$ cat src/rtl/sha_pad_sequencer.sv
// sha_pad_sequencer
// Streaming SHA-256 message padder and 512-bit block sequencer.
// Accepts big-endian 32-bit message words and emits 16-word blocks in which
// each word is a pass-through message word, the 0x80 marker, zero fill, or
// one half of the 64-bit message bit length. Messages of any length are
// handled, spanning as many blocks as needed.
//
// Ports:
//   clk, rst        clock, synchronous active-high reset
//   in_valid/ready  message word handshake
//   in_data         message word, byte 0 in [31:24]
//   in_nbytes       valid bytes (left-justified); 0 only on an empty final word,
//                   5..7 treated as 4
//   in_last         final word of the message
//   out_valid/ready padded word handshake (single registered output stage)
//   out_data        padded block word
//   out_idx         word index within the block (0..15)
//   out_block_last  high with out_idx==15 on every block
//   out_msg_last    high on the final word of the final block of a message
module sha_pad_sequencer #(
    parameter int unsigned LEN_W = 64
) (
    input  logic        clk,
    input  logic        rst,
    input  logic        in_valid,
    output logic        in_ready,
    input  logic [31:0] in_data,
    input  logic [2:0]  in_nbytes,
    input  logic        in_last,
    output logic        out_valid,
    input  logic        out_ready,
    output logic [31:0] out_data,
    output logic [3:0]  out_idx,
    output logic        out_block_last,
    output logic        out_msg_last
);

    localparam logic [2:0] ST_MSG    = 3'd0;
    localparam logic [2:0] ST_MARK   = 3'd1;
    localparam logic [2:0] ST_ZERO   = 3'd2;
    localparam logic [2:0] ST_LEN_HI = 3'd3;
    localparam logic [2:0] ST_LEN_LO = 3'd4;

    logic [2:0]       state;
    logic [LEN_W-1:0] bitcnt;
    logic [3:0]       widx;      // index of the next word to be emitted
    logic [3:0]       widx_nxt;
    logic             load;
    logic [63:0]      len64;

    logic [2:0]       nb;
    logic [31:0]      last_word;
    logic             emit;
    logic [31:0]      nxt_data;
    logic [2:0]       nxt_state;
    logic             nxt_mlast;
    logic [2:0]       fill_state;
    logic [LEN_W-1:0] cnt_add;
    logic             cnt_clr;

    assign load     = !out_valid || out_ready;
    assign in_ready = (state == ST_MSG) && load;
    assign widx_nxt = widx + 4'd1;
    assign len64    = 64'(bitcnt);

    // After the marker word, skip straight to the length when it already
    // lands on index 14; otherwise zero-fill (possibly across a block wrap).
    assign fill_state = (widx_nxt == 4'd14) ? ST_LEN_HI : ST_ZERO;

    always_comb begin
        nb = (in_nbytes > 3'd4) ? 3'd4 : in_nbytes;
        case (nb)
            3'd0:    last_word = 32'h8000_0000;
            3'd1:    last_word = {in_data[31:24], 8'h80, 16'h0000};
            3'd2:    last_word = {in_data[31:16], 8'h80, 8'h00};
            3'd3:    last_word = {in_data[31:8], 8'h80};
            default: last_word = in_data;
        endcase
    end

    always_comb begin
        emit      = 1'b0;
        nxt_data  = '0;
        nxt_state = state;
        nxt_mlast = 1'b0;
        cnt_add   = '0;
        cnt_clr   = 1'b0;
        case (state)
            ST_MSG: begin
                if (in_valid) begin
                    emit = 1'b1;
                    if (!in_last) begin
                        nxt_data = in_data;
                        cnt_add  = LEN_W'(32);
                    end else if (nb == 3'd4) begin
                        nxt_data  = in_data;
                        cnt_add   = LEN_W'(32);
                        nxt_state = ST_MARK;
                    end else begin
                        nxt_data  = last_word;
                        cnt_add   = LEN_W'({nb, 3'b000});
                        nxt_state = fill_state;
                    end
                end
            end
            ST_MARK: begin
                emit      = 1'b1;
                nxt_data  = 32'h8000_0000;
                nxt_state = fill_state;
            end
            ST_ZERO: begin
                emit      = 1'b1;
                nxt_state = fill_state;
            end
            ST_LEN_HI: begin
                emit      = 1'b1;
                nxt_data  = len64[63:32];
                nxt_state = ST_LEN_LO;
            end
            ST_LEN_LO: begin
                emit      = 1'b1;
                nxt_data  = len64[31:0];
                nxt_mlast = 1'b1;
                cnt_clr   = 1'b1;
                nxt_state = ST_MSG;
            end
            default: nxt_state = ST_MSG;
        endcase
    end

    // widx is 15 when LEN_LO is emitted, so the natural wrap returns it to 0
    // at every message end.
    always_ff @(posedge clk) begin
        if (rst) begin
            state          <= ST_MSG;
            bitcnt         <= '0;
            widx           <= '0;
            out_valid      <= 1'b0;
            out_data       <= '0;
            out_idx        <= '0;
            out_block_last <= 1'b0;
            out_msg_last   <= 1'b0;
        end else if (load) begin
            out_valid <= emit;
            state     <= nxt_state;
            if (emit) begin
                out_data       <= nxt_data;
                out_idx        <= widx;
                out_block_last <= (widx == 4'd15);
                out_msg_last   <= nxt_mlast;
                widx           <= widx_nxt;
                bitcnt         <= cnt_clr ? '0 : bitcnt + cnt_add;
            end
        end
    end

endmodule

$ cat config.mk
export PLATFORM = sky130hd
export DESIGN_NAME = sha_pad_sequencer
export DESIGN_NICKNAME = d
export VERILOG_FILES = /design/src/rtl/sha_pad_sequencer.sv
export SDC_FILE = /design/constraint.sdc
export NUM_CORES = 1
export LEC_CHECK = 0
export ABC_AREA = 1
export ABC_CLOCK_PERIOD_IN_PS = 2500
export CAP_MARGIN = 15
export CORE_MARGIN = 2
export CORE_UTILIZATION = 56
export DETAILED_ROUTE_END_ITERATION = 6
export HOLD_SLACK_MARGIN = 0.03
export PLACE_DENSITY = 0.78
export SYNTH_ARGS = -nofsm -noshare
export SYNTH_HDL_FRONTEND = slang
export SYNTH_SLANG_ARGS = --single-unit
$ cat constraint.sdc
create_clock -name clk -period 2.5 [get_ports clk]
set_input_delay 0.5 -clock clk [delete_from_list [all_inputs] [get_ports clk]]
set_output_delay 0.5 -clock clk [all_outputs]
set_load 0.02 [all_outputs]
## After elaboration in Yosys (flattened, before gate mapping)

Index checks and enable logic that the tools add are counted.

- Bits in registers: 110
- Input bits: 40
- Output and inout port bits: 40

- Add/subtract/negate cells: 2
- Order comparisons: 1
- Equality and inequality tests: 12
- Muxes and demuxes: 19
- Reductions and logical operators: 9

Operators by type and width:

| kind | count |
|---|---|
| case mux 32 bit (4 select lines) | 2 |
| 2-to-1 mux 32 bit | 3 |
| adder 64 bit | 1 |
| 2-to-1 mux 64 bit | 1 |
| 2-to-1 mux 6 bit | 4 |
| == test 3 x 2 -> 1 bit, second input constant | 4 |
| 2-to-1 mux 3 bit | 3 |
| case mux 3 bit (3 select lines) | 1 |
| == test 4 bit, second input constant | 2 |
| == test 3 x 1 -> 1 bit, second input constant | 2 |
| == test 3 bit, second input constant | 2 |
| zero test 3 bit | 2 |
| adder 4 x 1 -> 4 bit, second input constant | 1 |
| inequality test 2 bit, second input constant | 2 |
| OR reduction 4 bit | 1 |
| greater-than comparator 3 bit, second input constant | 1 |
| 2-to-1 mux 1 bit | 3 |
| AND reduction 3 bit | 1 |
| 2-to-1 mux 2 bit | 1 |
| case mux 1 bit (2 select lines) | 1 |
| AND reduction 2 bit | 1 |
| OR reduction 2 bit | 1 |
| logical AND 1 bit | 1 |
| zero test 1 bit | 1 |
| logical OR 1 bit | 1 |

## Longest topological paths before layout

- Word-level depth: 9
- Depth in mapped cells: 17

## Worst setup path before layout

OpenSTA, ideal clock, no wires.

- Path type: in2reg
- Start: input port in_nbytes[2]
- End: register bitcnt[50]
- Data arrival time: 2.185 ns
- Required time: 2.384 ns
- Setup slack: 0.199 ns
- Cell stages on the path: 14
- Path buffers: 1
- Cells stage by stage: inv_1 -> nand2_1 -> inv_1 -> nor2_2 -> ha_1 -> or2_2 -> nand2_1 -> nor2_1 -> nand2_1 -> nor2_1 -> buf_4 -> nand3_1 -> o21ai_0 -> nor2_1

- Longest elaborated chain between the ends: 9

Ends and longest elaborated chain:

| item | line | text |
|---|---|---|
| from (decl) | 28 | `input logic [2:0] in_nbytes,` |
| greater-than comparator 3 bit | 71 | `nb = (in_nbytes > 3'd4) ? 3'd4 : in_nbytes;` |
| 2-to-1 mux 3 bit * | 71 |  |
| == test 3 bit | 95 | `end else if (nb == 3'd4) begin` |
| 2-to-1 mux 6 bit * | 95 |  |
| 2-to-1 mux 6 bit * | 92 | `if (!in_last) begin` |
| 2-to-1 mux 6 bit * | 90 | `if (in_valid) begin` |
| 2-to-1 mux 6 bit * | 88 | `case (state)` |
| adder 64 bit * | 152 | `bitcnt <= cnt_clr ? '0 : bitcnt + cnt_add;` |
| 2-to-1 mux 64 bit * | 152 |  |
| to (signal assigned) | 152 |  |
| to (decl) | 45 | `logic [LEN_W-1:0] bitcnt;` |

Every way passes the cells marked *; elsewhere a longest branch is shown, timed or not.
A chain may end at the register's enable or synchronous reset.

## Worst setup path after layout

- Start: input port in_nbytes[2]
- End: register bitcnt[38]

The elaborated chain is that of the path after synthesis.

==> results_dict.tcl <==
set metrics [dict create \
    status "finished, final reports clean" \
    criticalPathCategory "input port to flip-flop" \
    path_max_fanout 5 \
    clockRootBuffer "clkbuf_8" \
    rows 37 \
    gp_congestion 1.005 \
    wirelength_microns 17500 \
    synth-xor-area-share_pct 0.2933 \
    port_buffers 79 \
    rrSetupSlack_ns 0.15 \
    busiest_layer "met2" \
    met1_usage_pct 40.82 \
    n_antenna_cell 0 \
    path_clk_slew_ns 0.10 \
    grt_use_met3_pct 3.874 \
    drv_slew 0 \
    yosysUniqueCellTypes 40 \
    num_io_pins 80 \
    cap_violations 0 \
    hpwlAfterDp_microns 13060 \
    internal-power_mw 2.510 \
    worstPathRequired_ns 2.77 \
    post_dp_cell_area_sq_um 7064 \
    holdBufCountCts 0 \
    grt_pass1_vias 5964 \
    hp-start "out_data[15]" \
    globalRouteOverflowTotal 0 \
    synth_top_family_by_area "simple AND/OR/NAND/NOR gates" \
    clockBufferDepth 2 \
    setup_viol 0 \
    layout.cells.non_filler 1196 \
    grtUsageMet2_pct 50.05 \
    max_freq_mhz 419.8 \
    critPathMaxStageDelay_ns 0.47 \
    muxShareOfSynthArea_pct 0 \
    relSlewSlack_pct 50.48 \
    routedWlPerCell_microns 14.64 \
    cts.htree.levels 3 \
    dieArea_sq_um 11510 \
    layout_setup_ws_ns 0.1178 \
    synthAdderAreaFrac_pct 1.382 \
    hold_depth 2 \
    finalInstanceArea_sq_um 7386 \
    synthToLayoutAreaGrowth_pct 23.65 \
    core_sq_um 10320 \
    drcViolationCount 0 \
    peakVddDrop_v 0.0003213 \
    tritoncts "built" \
    antenna_left 0 \
    cts_made_buffers 9 \
    cp_common_cell "nand2_1" \
    first_pass_iters 6 \
    layout-drive-gt1-share_pct 9.434 \
    slowest_stage "clkdlybuf4s50_1" \
    p_leak_nw 2.800 \
    drtIter0Drc 428 \
    tightest_slew_ns 0.7428 \
    grt_use_total_pct 30.51 \
    syn_area_sq_um 5973 \
    cp.arrival_ns 2.65 \
    clock-sinks 107 \
    seq_power_share_pct 50.0 \
    num_vias 6509 \
    finalHoldViolCount 0 \
    switchingPower_mw 1.136 \
    finClkSkew_ns 0.01293 \
    reg2reg_depth 17 \
    synth_compound_area_share_pct 14.41 \
    whs_endpoint "out_data[15]" \
    post-place-ws_ns -0.4912 \
    start_util_pct 57.86 \
    combPwrFrac_pct 22.0 \
    antenna_found_initial 0 \
    fin_nets 1101 \
    die_w_microns 107.3 \
    synth-simple-area-share_pct 38.10 \
    grt_max_degree 44 \
    avgSynthCellArea_sq_um 6.261 \
    critPathLaunchType "input port" \
    final.min_clock_period_ns 2.382 \
    insertion_delay_ns 0.38 \
    seq_area_frac_synth_pct 35.86 \
    endpoint_kind "flip-flop" \
    r2r-end "bitcnt[35]" \
    die_h_microns 107.3 \
    synth-seq-cells 107 \
    finalCritPeriodShare_pct 95.29 \
    dp_cells 1175 \
    via_per_inst 5.442 \
    finalCoreUtilization_pct 71.54 \
    grt_pass1_wl_microns 27860 \
    sw_frac_of_total_pct 31.16 \
    synth_nets 1000 \
    r2r-start "state[1]" \
    hold_path_class "flip-flop to flip-flop" \
    synth_cells 954 \
    power.density_nw_per_um2 493.6 \
    yosysWarningCount 0 \
    clkPwrFrac_pct 27.9 \
    path_cells "clkdlybuf4s50_1, inv_2, nand2_2, inv_2, nand2_1, nor2_4, ha_1, nand2_1, nand2_1, nand2_2, nor2_4, nand2_2, nor2_4, buf_4, nand2_1, o21ai_0, a21oi_1" \
]
[stage by stage]
| step | TNS [ns] | power, mW | hold WS, ns |
|---|---|---|---|
| floorplan | 0 | 2.336 | 0.4553 |
| global placement | -14.06 | 2.634 | 0.4505 |
| detailed placement | -17.99 | 2.639 | 0.4547 |
| CTS | 0 | 3.624 | 0.4702 |
| global route | -0.01301 | 3.800 | 0.4863 |
| finish | 0 | 3.646 | 0.4662 |
[cell usage after synthesis (all sizes together)]
library cell | instances | area (sq um)
nor3b | 1 | 12.51
nand3 | 39 | 207.7
or2 | 3 | 18.77
dfxtp | 107 | 2142
o2111ai | 1 | 8.760
o211ai | 9 | 67.56
nor3 | 17 | 85.08
clkinv | 1 | 3.750
ha | 5 | 62.56
o221ai | 11 | 96.34
xor2 | 1 | 8.760
fa | 1 | 20.02
nand3b | 1 | 7.510
a22oi | 2 | 15.01
a211oi | 3 | 27.52
clkbuf | 11 | 41.29
xnor2 | 1 | 8.760
o22ai | 3 | 18.77
nand4 | 21 | 131.4
nor2 | 164 | 668.1
nand2 | 300 | 1139
o21a | 1 | 7.510
inv | 112 | 420.4
a21oi | 64 | 324.1
a31oi | 8 | 50.05
buf | 17 | 128.9
and3 | 1 | 6.260
o21ai | 49 | 245.2
[power by group through the flow]
stage	combinational (mW)	clock (mW)	sequential (mW)
2_1_floorplan	0.422	0	1.91
3_3_place_gp	0.773	0	1.86
3_5_place_dp	0.776	0	1.86
4_1_cts	0.780	1.02	1.82
5_1_grt	0.872	1.09	1.83
6_report	0.803	1.02	1.82
[repair_timing]
| action | 4_1_cts | 5_1_grt |
|---|---|---|
| endpoints found under the setup margin | 14 | 47 |
| gates resized for setup | 6 | 34 |
| setup buffers | 0 | 4 |
| pin swaps | 0 | 12 |
| endpoints found under the hold margin | 0 | 0 |
| gates cloned | 0 | 1 |
[logic make-up after synthesis]
family                   Yosys count
adder cells (fa/ha/maj)            6
AO/OA/AOI/OAI                    151
buffers and inverters            141
AND/OR/NAND/NOR                  547
flip-flops                       107
XOR/XNOR                           2
[layout by cell type, fill, tap and decap left out, types with 2 or more instances in the layout]
cell type        instances
inv_6                    2
a211oi_1                 2
o221ai_1                11
o211ai_1                 9
nor3_1                  16
buf_4                   34
nand2_4                  2
buf_12                   3
nor2_4                  12
clkinv_2                 2
clkdlybuf4s50_1         76
dlymetal6s2s_1           3
nand2_1                290
nor2_2                   7
nor2_1                 145
a31oi_1                  8
o21ai_0                 43
inv_1                  107
a22oi_1                  2
a21oi_1                 63
or2_2                    3
nand2_2                  8
dfxtp_1                105
ha_1                     4
o21ai_1                  6
nand4_1                 21
o22ai_1                  3
clkbuf_8                10
nand3_1                 38
inv_2                    5
[worst max-delay path by stage]
stage / endpoint / from / slack, ns
floorplan: bitcnt[50] / in_nbytes[2] / 0.20
CTS: bitcnt[51] / in_valid / 0.003
detailed placement: bitcnt[33] / in_last / -0.49
global route: bitcnt[35] / state[1] / -0.008
global placement: bitcnt[50] / in_last / -0.38
finish: bitcnt[38] / in_nbytes[2] / 0.12
[flip-flops by register name, summed over array words and instances (netlist names)]
signal and count:
bitcnt 61, out_data 32, out_idx 4, widx 4, state 3, out_block_last 1
out_msg_last 1, out_valid 1
[per-layer routing]
metal / vias up / part of all wire [%] / wire length [microns]
met5: - / 0 / 0
li1: 3268 / - / -
met3: 40 / 7.4 / 1295
met4: 0 / 2.6 / 452
met2: 263 / 46 / 8010
met1: 2938 / 44 / 7746
[cell type report]
| cell class | count | area (sq um) |
|---|---|---|
| Timing Repair Buffer | 118 | 1136 |
| Inverter | 113 | 424.2 |
| Sequential cell | 107 | 2147 |
| Multi-Input combinational cell | 706 | 3332 |
| Clock buffer | 11 | 141.4 |
| Clock inverter | 5 | 35.03 |
| Fill cell | 939 | 2938 |
| Tap cell | 136 | 170.2 |
[worst max-delay path: cells and delay by family]
kind | cells | cell delay [ns]
AOI/OAI and AO/OA | 2 | 0.24
adders and majority gates | 1 | 0.28
buffers and inverters | 4 | 0.74
and+or+nand+nor | 10 | 0.89
Note: power is estimated with default switching activity, not from simulation.
